===== config.mk =====
export PLATFORM = sky130hd
export DESIGN_NAME = serial_addsub_ctrl_flat
export DESIGN_NICKNAME = d
export VERILOG_FILES = /design/src/rtl/serial_addsub_ctrl_if.sv /design/src/rtl/serial_addsub_ctrl.sv /design/src/flat_wrapper.sv
export SDC_FILE = /design/constraint.sdc
export NUM_CORES = 1
export LEC_CHECK = 0
export ABC_AREA = 1
export BUFFER_PORTS_ARGS = -buffer_cell sky130_fd_sc_hd__buf_2
export CORE_MARGIN = 3
export CORE_UTILIZATION = 50
export DETAILED_ROUTE_END_ITERATION = 16
export GPL_TIMING_DRIVEN = 0
export PLACE_DENSITY = 0.75
export SLEW_MARGIN = 10
export SYNTH_ARGS = -nofsm -noshare
export SYNTH_HDL_FRONTEND = slang
export SYNTH_SLANG_ARGS = --single-unit

===== constraint.sdc =====
create_clock -name clk -period 1.5 [get_ports clk]
set_input_delay 0.225 -clock clk [delete_from_list [all_inputs] [get_ports clk]]
set_output_delay 0.225 -clock clk [all_outputs]
set_load 0.02 [all_outputs]

===== src/rtl/serial_addsub_ctrl_if.sv =====
// Handshake and operand/result bundle for the bit-serial adder/subtractor.
// Optional signed-overflow flag is present when SERIAL_ADDSUB_OVF_EN is defined.
interface serial_addsub_ctrl_if #(
    parameter int W = 8
);
    logic         start;
    logic         sub;
    logic [W-1:0] a;
    logic [W-1:0] b;
    logic         busy;
    logic         done;
    logic [W-1:0] result;
    logic         cout;
`ifdef SERIAL_ADDSUB_OVF_EN
    logic         ovf;
`endif

    modport master (
        output start, sub, a, b,
        input  busy, done, result, cout
`ifdef SERIAL_ADDSUB_OVF_EN
        , input ovf
`endif
    );

    modport slave (
        input  start, sub, a, b,
        output busy, done, result, cout
`ifdef SERIAL_ADDSUB_OVF_EN
        , output ovf
`endif
    );
endinterface


===== src/rtl/serial_addsub_ctrl.sv =====
// Bit-serial adder/subtractor controller: one full-adder cell iterated over W
// cycles, LSB first, with the carry held in a flip-flop between cycles.
// Define SERIAL_ADDSUB_OVF_EN to add the signed-overflow output (bus.ovf).
//
// state | meaning
// IDLE  | waiting for start; result/cout hold last values
// RUN   | one result bit produced per cycle, busy=1
// FIN   | done pulse, cout valid; a start here is accepted as in IDLE
module serial_addsub_ctrl #(
    parameter int W  = 8,
    parameter int CW = 6
) (
    input  logic                  clk,
    input  logic                  rst_n,
    serial_addsub_ctrl_if.slave   bus
);

    typedef enum logic [1:0] {
        IDLE = 2'd0,
        RUN  = 2'd1,
        FIN  = 2'd2
    } state_t;

    state_t         state_q, state_d;
    logic [W-1:0]   a_q, b_q, result_q;
    logic [CW-1:0]  cnt_q;
    logic           carry_q;
    logic           cout_q;
    logic           load;
    logic           last;
    logic           fa_s;
    logic           fa_co;

    // Single full-adder cell fed from the shift-register LSBs and the carry FF.
    assign fa_s  = a_q[0] ^ b_q[0] ^ carry_q;
    assign fa_co = (a_q[0] & b_q[0]) | (carry_q & (a_q[0] ^ b_q[0]));
    assign last  = (cnt_q == CW'(W - 1));

    // State register.
    always_ff @(posedge clk or negedge rst_n) begin
        if (!rst_n) state_q <= IDLE;
        else        state_q <= state_d;
    end

    // Next-state decode; a start in FIN reloads operands just like IDLE.
    always_comb begin
        state_d = state_q;
        load    = 1'b0;
        case (state_q)
            IDLE: begin
                if (bus.start) begin
                    load    = 1'b1;
                    state_d = RUN;
                end
            end
            RUN: begin
                if (last) state_d = FIN;
            end
            FIN: begin
                if (bus.start) begin
                    load    = 1'b1;
                    state_d = RUN;
                end else begin
                    state_d = IDLE;
                end
            end
            default: state_d = IDLE;
        endcase
    end

`ifdef SERIAL_ADDSUB_OVF_EN
    logic ovf_q;

    // Signed overflow: carry into the MSB stage differs from the carry out of it.
    always_ff @(posedge clk or negedge rst_n) begin
        if (!rst_n)                          ovf_q <= 1'b0;
        else if (state_q == RUN && last)     ovf_q <= carry_q ^ fa_co;
    end

    assign bus.ovf = ovf_q;
`endif

    // Operand shift registers, carry FF, iteration counter and result shifter.
    always_ff @(posedge clk or negedge rst_n) begin
        if (!rst_n) begin
            a_q      <= '0;
            b_q      <= '0;
            result_q <= '0;
            cnt_q    <= '0;
            carry_q  <= 1'b0;
            cout_q   <= 1'b0;
        end else if (load) begin
            // Subtraction is a + ~b + 1: invert b and seed the carry with 1.
            a_q     <= bus.a;
            b_q     <= bus.sub ? ~bus.b : bus.b;
            carry_q <= bus.sub;
            cnt_q   <= '0;
        end else if (state_q == RUN) begin
            a_q      <= a_q >> 1;
            b_q      <= b_q >> 1;
            result_q <= {fa_s, result_q[W-1:1]};
            carry_q  <= fa_co;
            cnt_q    <= cnt_q + 1'b1;
            if (last) cout_q <= fa_co;
        end
    end

    assign bus.busy   = (state_q == RUN);
    assign bus.done   = (state_q == FIN);
    assign bus.result = result_q;
    assign bus.cout   = cout_q;

endmodule


===== src/flat_wrapper.sv =====
// flat-port wrapper written by rule: the top's interface ports become plain ports
module serial_addsub_ctrl_flat 
#(
    parameter int W  = 8,
    parameter int CW = 6
)
  (clk, rst_n, bus_start, bus_sub, bus_a, bus_b, bus_busy, bus_done, bus_result, bus_cout);
  serial_addsub_ctrl_if #(.W(W)) bus_i ();
  input  logic clk;
  input  logic rst_n;
  input wire logic [$bits(bus_i.start)-1:0] bus_start;
  input wire logic [$bits(bus_i.sub)-1:0] bus_sub;
  input wire logic [$bits(bus_i.a)-1:0] bus_a;
  input wire logic [$bits(bus_i.b)-1:0] bus_b;
  output wire logic [$bits(bus_i.busy)-1:0] bus_busy;
  output wire logic [$bits(bus_i.done)-1:0] bus_done;
  output wire logic [$bits(bus_i.result)-1:0] bus_result;
  output wire logic [$bits(bus_i.cout)-1:0] bus_cout;
  assign bus_i.start = bus_start;
  assign bus_i.sub = bus_sub;
  assign bus_i.a = bus_a;
  assign bus_i.b = bus_b;
  assign bus_busy = bus_i.busy;
  assign bus_done = bus_i.done;
  assign bus_result = bus_i.result;
  assign bus_cout = bus_i.cout;
  serial_addsub_ctrl #(.W(W), .CW(CW)) u_core (.clk(clk), .rst_n(rst_n), .bus(bus_i));
endmodule

---- Word-level counts from Yosys, hierarchy flattened ----
Index checks and enable logic that the tools add are counted.
word-level totals
  bits of input ports ..................... 20
  output and inout port bits .............. 11
  logic and storage cells ................. 41
  register bits ........................... 34
cells by class
  reduce and logical (&&, ||, !) cells .... 6
  bitwise operators ....................... 7
  add/sub/neg operators ................... 1
  eq/ne operators ......................... 5
  muxes and demuxes ....................... 15
operators with widths
  operator               number
  $mux W8                5
  $mux W6                2
  $not A8 Y8             1
  $add A6 B1 Y6 const B  1
  $eq A6 B3 Y1 const B   1
  $pmux W2 S3            1
  $mux W1                5
  $mux W2                2
  $reduce_and A2 Y1      2
  $reduce_and A3 Y1      1
  $and A1 B1 Y1          2
  $eq A2 B1 Y1 const B   1
  $eq A2 B2 Y1 const B   1
  $logic_not A2 Y1       1
  $ne A2 B1 Y1 const B   1
  $ne A2 B2 Y1 const B   1
  $reduce_bool A2 Y1     1
  $reduce_or A2 Y1       1
  $xor A1 B1 Y1          2
  $not A1 Y1             1
  $or A1 B1 Y1           1

---- Logic depth before layout (Yosys ltp) ----
  depth after elaboration ................. 5
  gate-level depth with buffers ........... 7
  gate-level depth less buffers ........... 7

---- Least setup slack after synthesis ----
No wires, ideal clock.
  kind .................................... register to register
  start ................................... reg u_core.carry_q
  end ..................................... reg u_core.result_q[7], in the netlist u_core.bus.result[7]
  buffers on the path ..................... 0
  arrival time ............................ 0.959 ns
  period minus slack after synthesis ...... 1.085 ns
  cell stages (with the launch flop) ...... 4
  library setup time ...................... 0.126 ns
  data required time ...................... 1.374 ns
  setup slack ............................. 0.415 ns
  path through ............................ dfrtp_1 > fa_1 > nand2_1 > o21ai_0
on the way
  cells in the longest elaborated chain, start to end .. 1
RTL lines
  element                 line                       text
  start, declared         serial_addsub_ctrl.sv:27   logic carry_q;
  start signal, assigned  serial_addsub_ctrl.sv:96   carry_q <= bus.sub;
  start signal, assigned  serial_addsub_ctrl.sv:102  carry_q <= fa_co;
  $xor A1 B1 Y1           serial_addsub_ctrl.sv:35   assign fa_s = a_q[0] ^ b_q[0] ^ carry_q;
  via u_core.fa_s         serial_addsub_ctrl.sv:31   logic fa_s;
  end signal, assigned    serial_addsub_ctrl.sv:101  result_q <= {fa_s, result_q[W-1:1]};
  end, declared           serial_addsub_ctrl.sv:25   logic [W-1:0] a_q, b_q, result_q;
The timed path passes the listed nets, and every way through them passes these cells.
A chain may end at the register's enable or synchronous reset.

---- Worst setup path in the final report ----
  start ................................... reg u_core.state_q[0]
  end ..................................... out bus_busy
on the way
  cells in the longest elaborated chain, start to end .. 1
RTL lines
  element                 line                       text
  start, declared         serial_addsub_ctrl.sv:24   state_t state_q, state_d;
  start signal, assigned  serial_addsub_ctrl.sv:42   else state_q <= state_d;
  $eq A2 B1 Y1            serial_addsub_ctrl.sv:108  assign bus.busy = (state_q == RUN);
  end, declared           flat_wrapper.sv:15         output wire logic [$bits(bus_i.busy)-1:0] bus_busy;
Every way passes these cells.

==> flow_summary_export.csv <==
group,metric,value,unit
worst_setup_path,crit_fanout,10,
synth,synth_area_leaders,"dfrtp_1 51%, nand2_1 18%, o21ai_0 5.7%",
die,pin_count,31,
timing,max_freq,702,MHz
clock_tree,cts_htree_levels,2,
power,p_leak,1.09,nW
layout,instances_no_fill,288,
synth,ys_seq_elements,34,
route,wl_per_cell,11.8,µm
global_routing,grt_usage,18.8,%
global_routing,grt_antenna_before_repair,0,
route,viasPerCell,4.84,
status,status,"finished clean",
route,drt-total-wl,3400,µm
timing,period_share,95.0,%
clock_tree,numCtsBuffers,5,
synth,synth_top_area_share,50.6,%
timing,max_slew.worst_pin.slew,754,ps
global_routing,grt_max_degree,35,
timing,fin_crit,1430,ps
layout,fin_util,63.2,%
synth,ys_types,23,
global_routing,use_met1,24.7,%
placement,gp_congestion,0.767,
clock_tree,cts.sinks,34,
worst_setup_path,end_kind,"primary output",
flow_run,max_cap_viol_count,0,
route,drt_iter0_drc,80,
worst_setup_path,crit_type,"reg -> out",
clock_tree,clkTransAtPathRegs,110,ps
worst_setup_path,r2r-start,"u_core.state_q[0]$_DFFE_PN0P_",
placement,portBuffers,29,
power,vdd_drop_max,0.577,mV
die,fp.coreArea,3130,µm²
clock_tree,clk_path_buf_depth,2,
global_routing,met2_usage,28.6,%
route,ant_nets,0,
min_path,hold_class,"in -> reg",
route,dr.pass1.iters,4,
clock_tree,cts_tree,"yes",
power,power_density,781,nW/µm²
global_routing,grtUsageMet3,4.75,%
worst_setup_path,start_kind,"flip-flop",
die,start_util,53.8,%
die,die_width,64.0,µm
timing,rsz0062_at_grt,"false",
die,rows,20,
worst_setup_path,cp.required,1270,ps
global_routing,grt_pass1_wl,5910,µm
route,drc,0,
worst_setup_path,crit_arrival,1200,ps
layout,final_common_cell,"nand2_1",
layout,diodes,0,
timing,slew_viol_final,0,
synth,syn_inst,204,
worst_setup_path,setup.worst_path.start,"u_core.state_q[0]$_DFFE_PN0P_",
clock_tree,root_buffer,"clkbuf_4",
synth,synth_fp_nets,226,
power,total_power,0.00154,W
timing,setup_tns,0,ps
synth,seq_area_frac_synth,50.6,%
timing,hold_violations,0,
layout,syn2layout_area_growth,17.6,%
placement,numPlacedInstances,277,
global_routing,overflow,0,
layout,nNetsFinal,265,
synth,yosys_warnings,0,
die,die-area,4100,µm²
route,vias,1393,
layout,layout_common_cells,"81 x nand2_1, 34 x dfrtp_1, 29 x buf_2",
synth,syn_area_per_cell,8.24,µm²
global_routing,grt_pass1_vias,1316,
die,die_h,64.0,µm
timing,setup_viol,0,
clock_tree,clk_latency,350,ps
global_routing,top_usage_layer,"met2",
layout,drive_above_1_share,23.0,%
timing,skew,9.82,ps
timing,slew_headroom,49.7,%
synth,synth_area,1680,µm²
synth,synth_top_cell_by_area,"dfrtp_1",
placement,place_hpwl,2310,µm
min_path,hp-start,"bus_a[0]",
-- timing repair --
item	CTS	global route
gates resized for setup	1	1
pin swaps	1	0
buffers inserted	2	0
endpoints found under the setup margin	1	1
hold endpoints to repair	34	0
hold buffers	1	0
-- sequential cells by signal, summed over array words and instances (netlist names) --
name,count
u_core.a_q,8
u_core.b_q,8
u_core.bus.cout,1
u_core.bus.result,8
u_core.carry_q,1
u_core.cnt_q,6
u_core.state_q,2
-- synthesized netlist by cell type, drive strengths merged --
cell	instances
nand2	84
o22ai	1
inv	20
nand3	5
a31oi	1
nand4	1
buf	8
fa	1
o21ai	22
nor3	1
a21oi	4
xnor2	6
nor2	15
dfrtp	34
ha	1
-- area by class of cell --
type	instances	area (µm²)
plain buffers	8	80.1
clock buffers	6	51.3
clock inverters	2	12.5
fillers	284	1150
inverters	20	77.6
multi-input cells	142	677
flip-flops and latches	34	851
well taps	44	55.1
repair buffers	32	173
-- final timing paths --
path	endpoint	slack, ps	depth (start not counted)
worst max-delay path	bus_busy	70	4
worst min-delay path	u_core.a_q[0]$_DFFE_PN0P_	90	3
worst max register to register	u_core.b_q[6]$_DFFE_PN0P_	260	7
worst min register to register	u_core.b_q[5]$_DFFE_PN0P_	490	2
max in group asynchronous	u_core.b_q[5]$_DFFE_PN0P_	560	2
min in group asynchronous	u_core.b_q[2]$_DFFE_PN0P_	460	2
-- cell families after synthesis --
group | after synthesis | synth area share (%)
DFF | 34 | 50.6
xor gates and xnor gates | 6 | 3.12
buffers and inverters | 28 | 9.15
adders and majority gates | 2 | 1.93
AOI/OAI and AO/OA | 28 | 8.85
and+or+nand+nor | 106 | 26.3
-- worst max-delay path, stage by stage, from the launching register on --
cell,delay [ps]
dfrtp_1,380
inv_2,70
nor2_4,110
buf_6,140
buf_4,140
-- metal layers --
layer,up-vias,part of all wire [%]
li1,706,-
met4,0,1.6
met5,-,0
met1,644,49
met3,6,5.9
met2,37,43
-- report_power, final --
part	switching (W)	internal, W	leakage (nW)	total, W
sequential	0	0.000916	0.450	0.000916
combinational	0.0000380	0.0000311	0.611	0.0000691
clock	0.000335	0.000225	0.0343	0.000560
total	0.000373	0.00117	1.09	0.00154
-- metrics by stage --
step                      setup WS (ps)  area, µm²  hold WS (ps)
after CTS                          45.4       1970          80.8
after floorplan                     415       1680         -70.6
after global placement              261       1880           343
after detailed placement            242       1880           336
after global routing               1.50       1980          94.4
final                              75.0       1980          91.4
(Power assumes the default switching activity.)
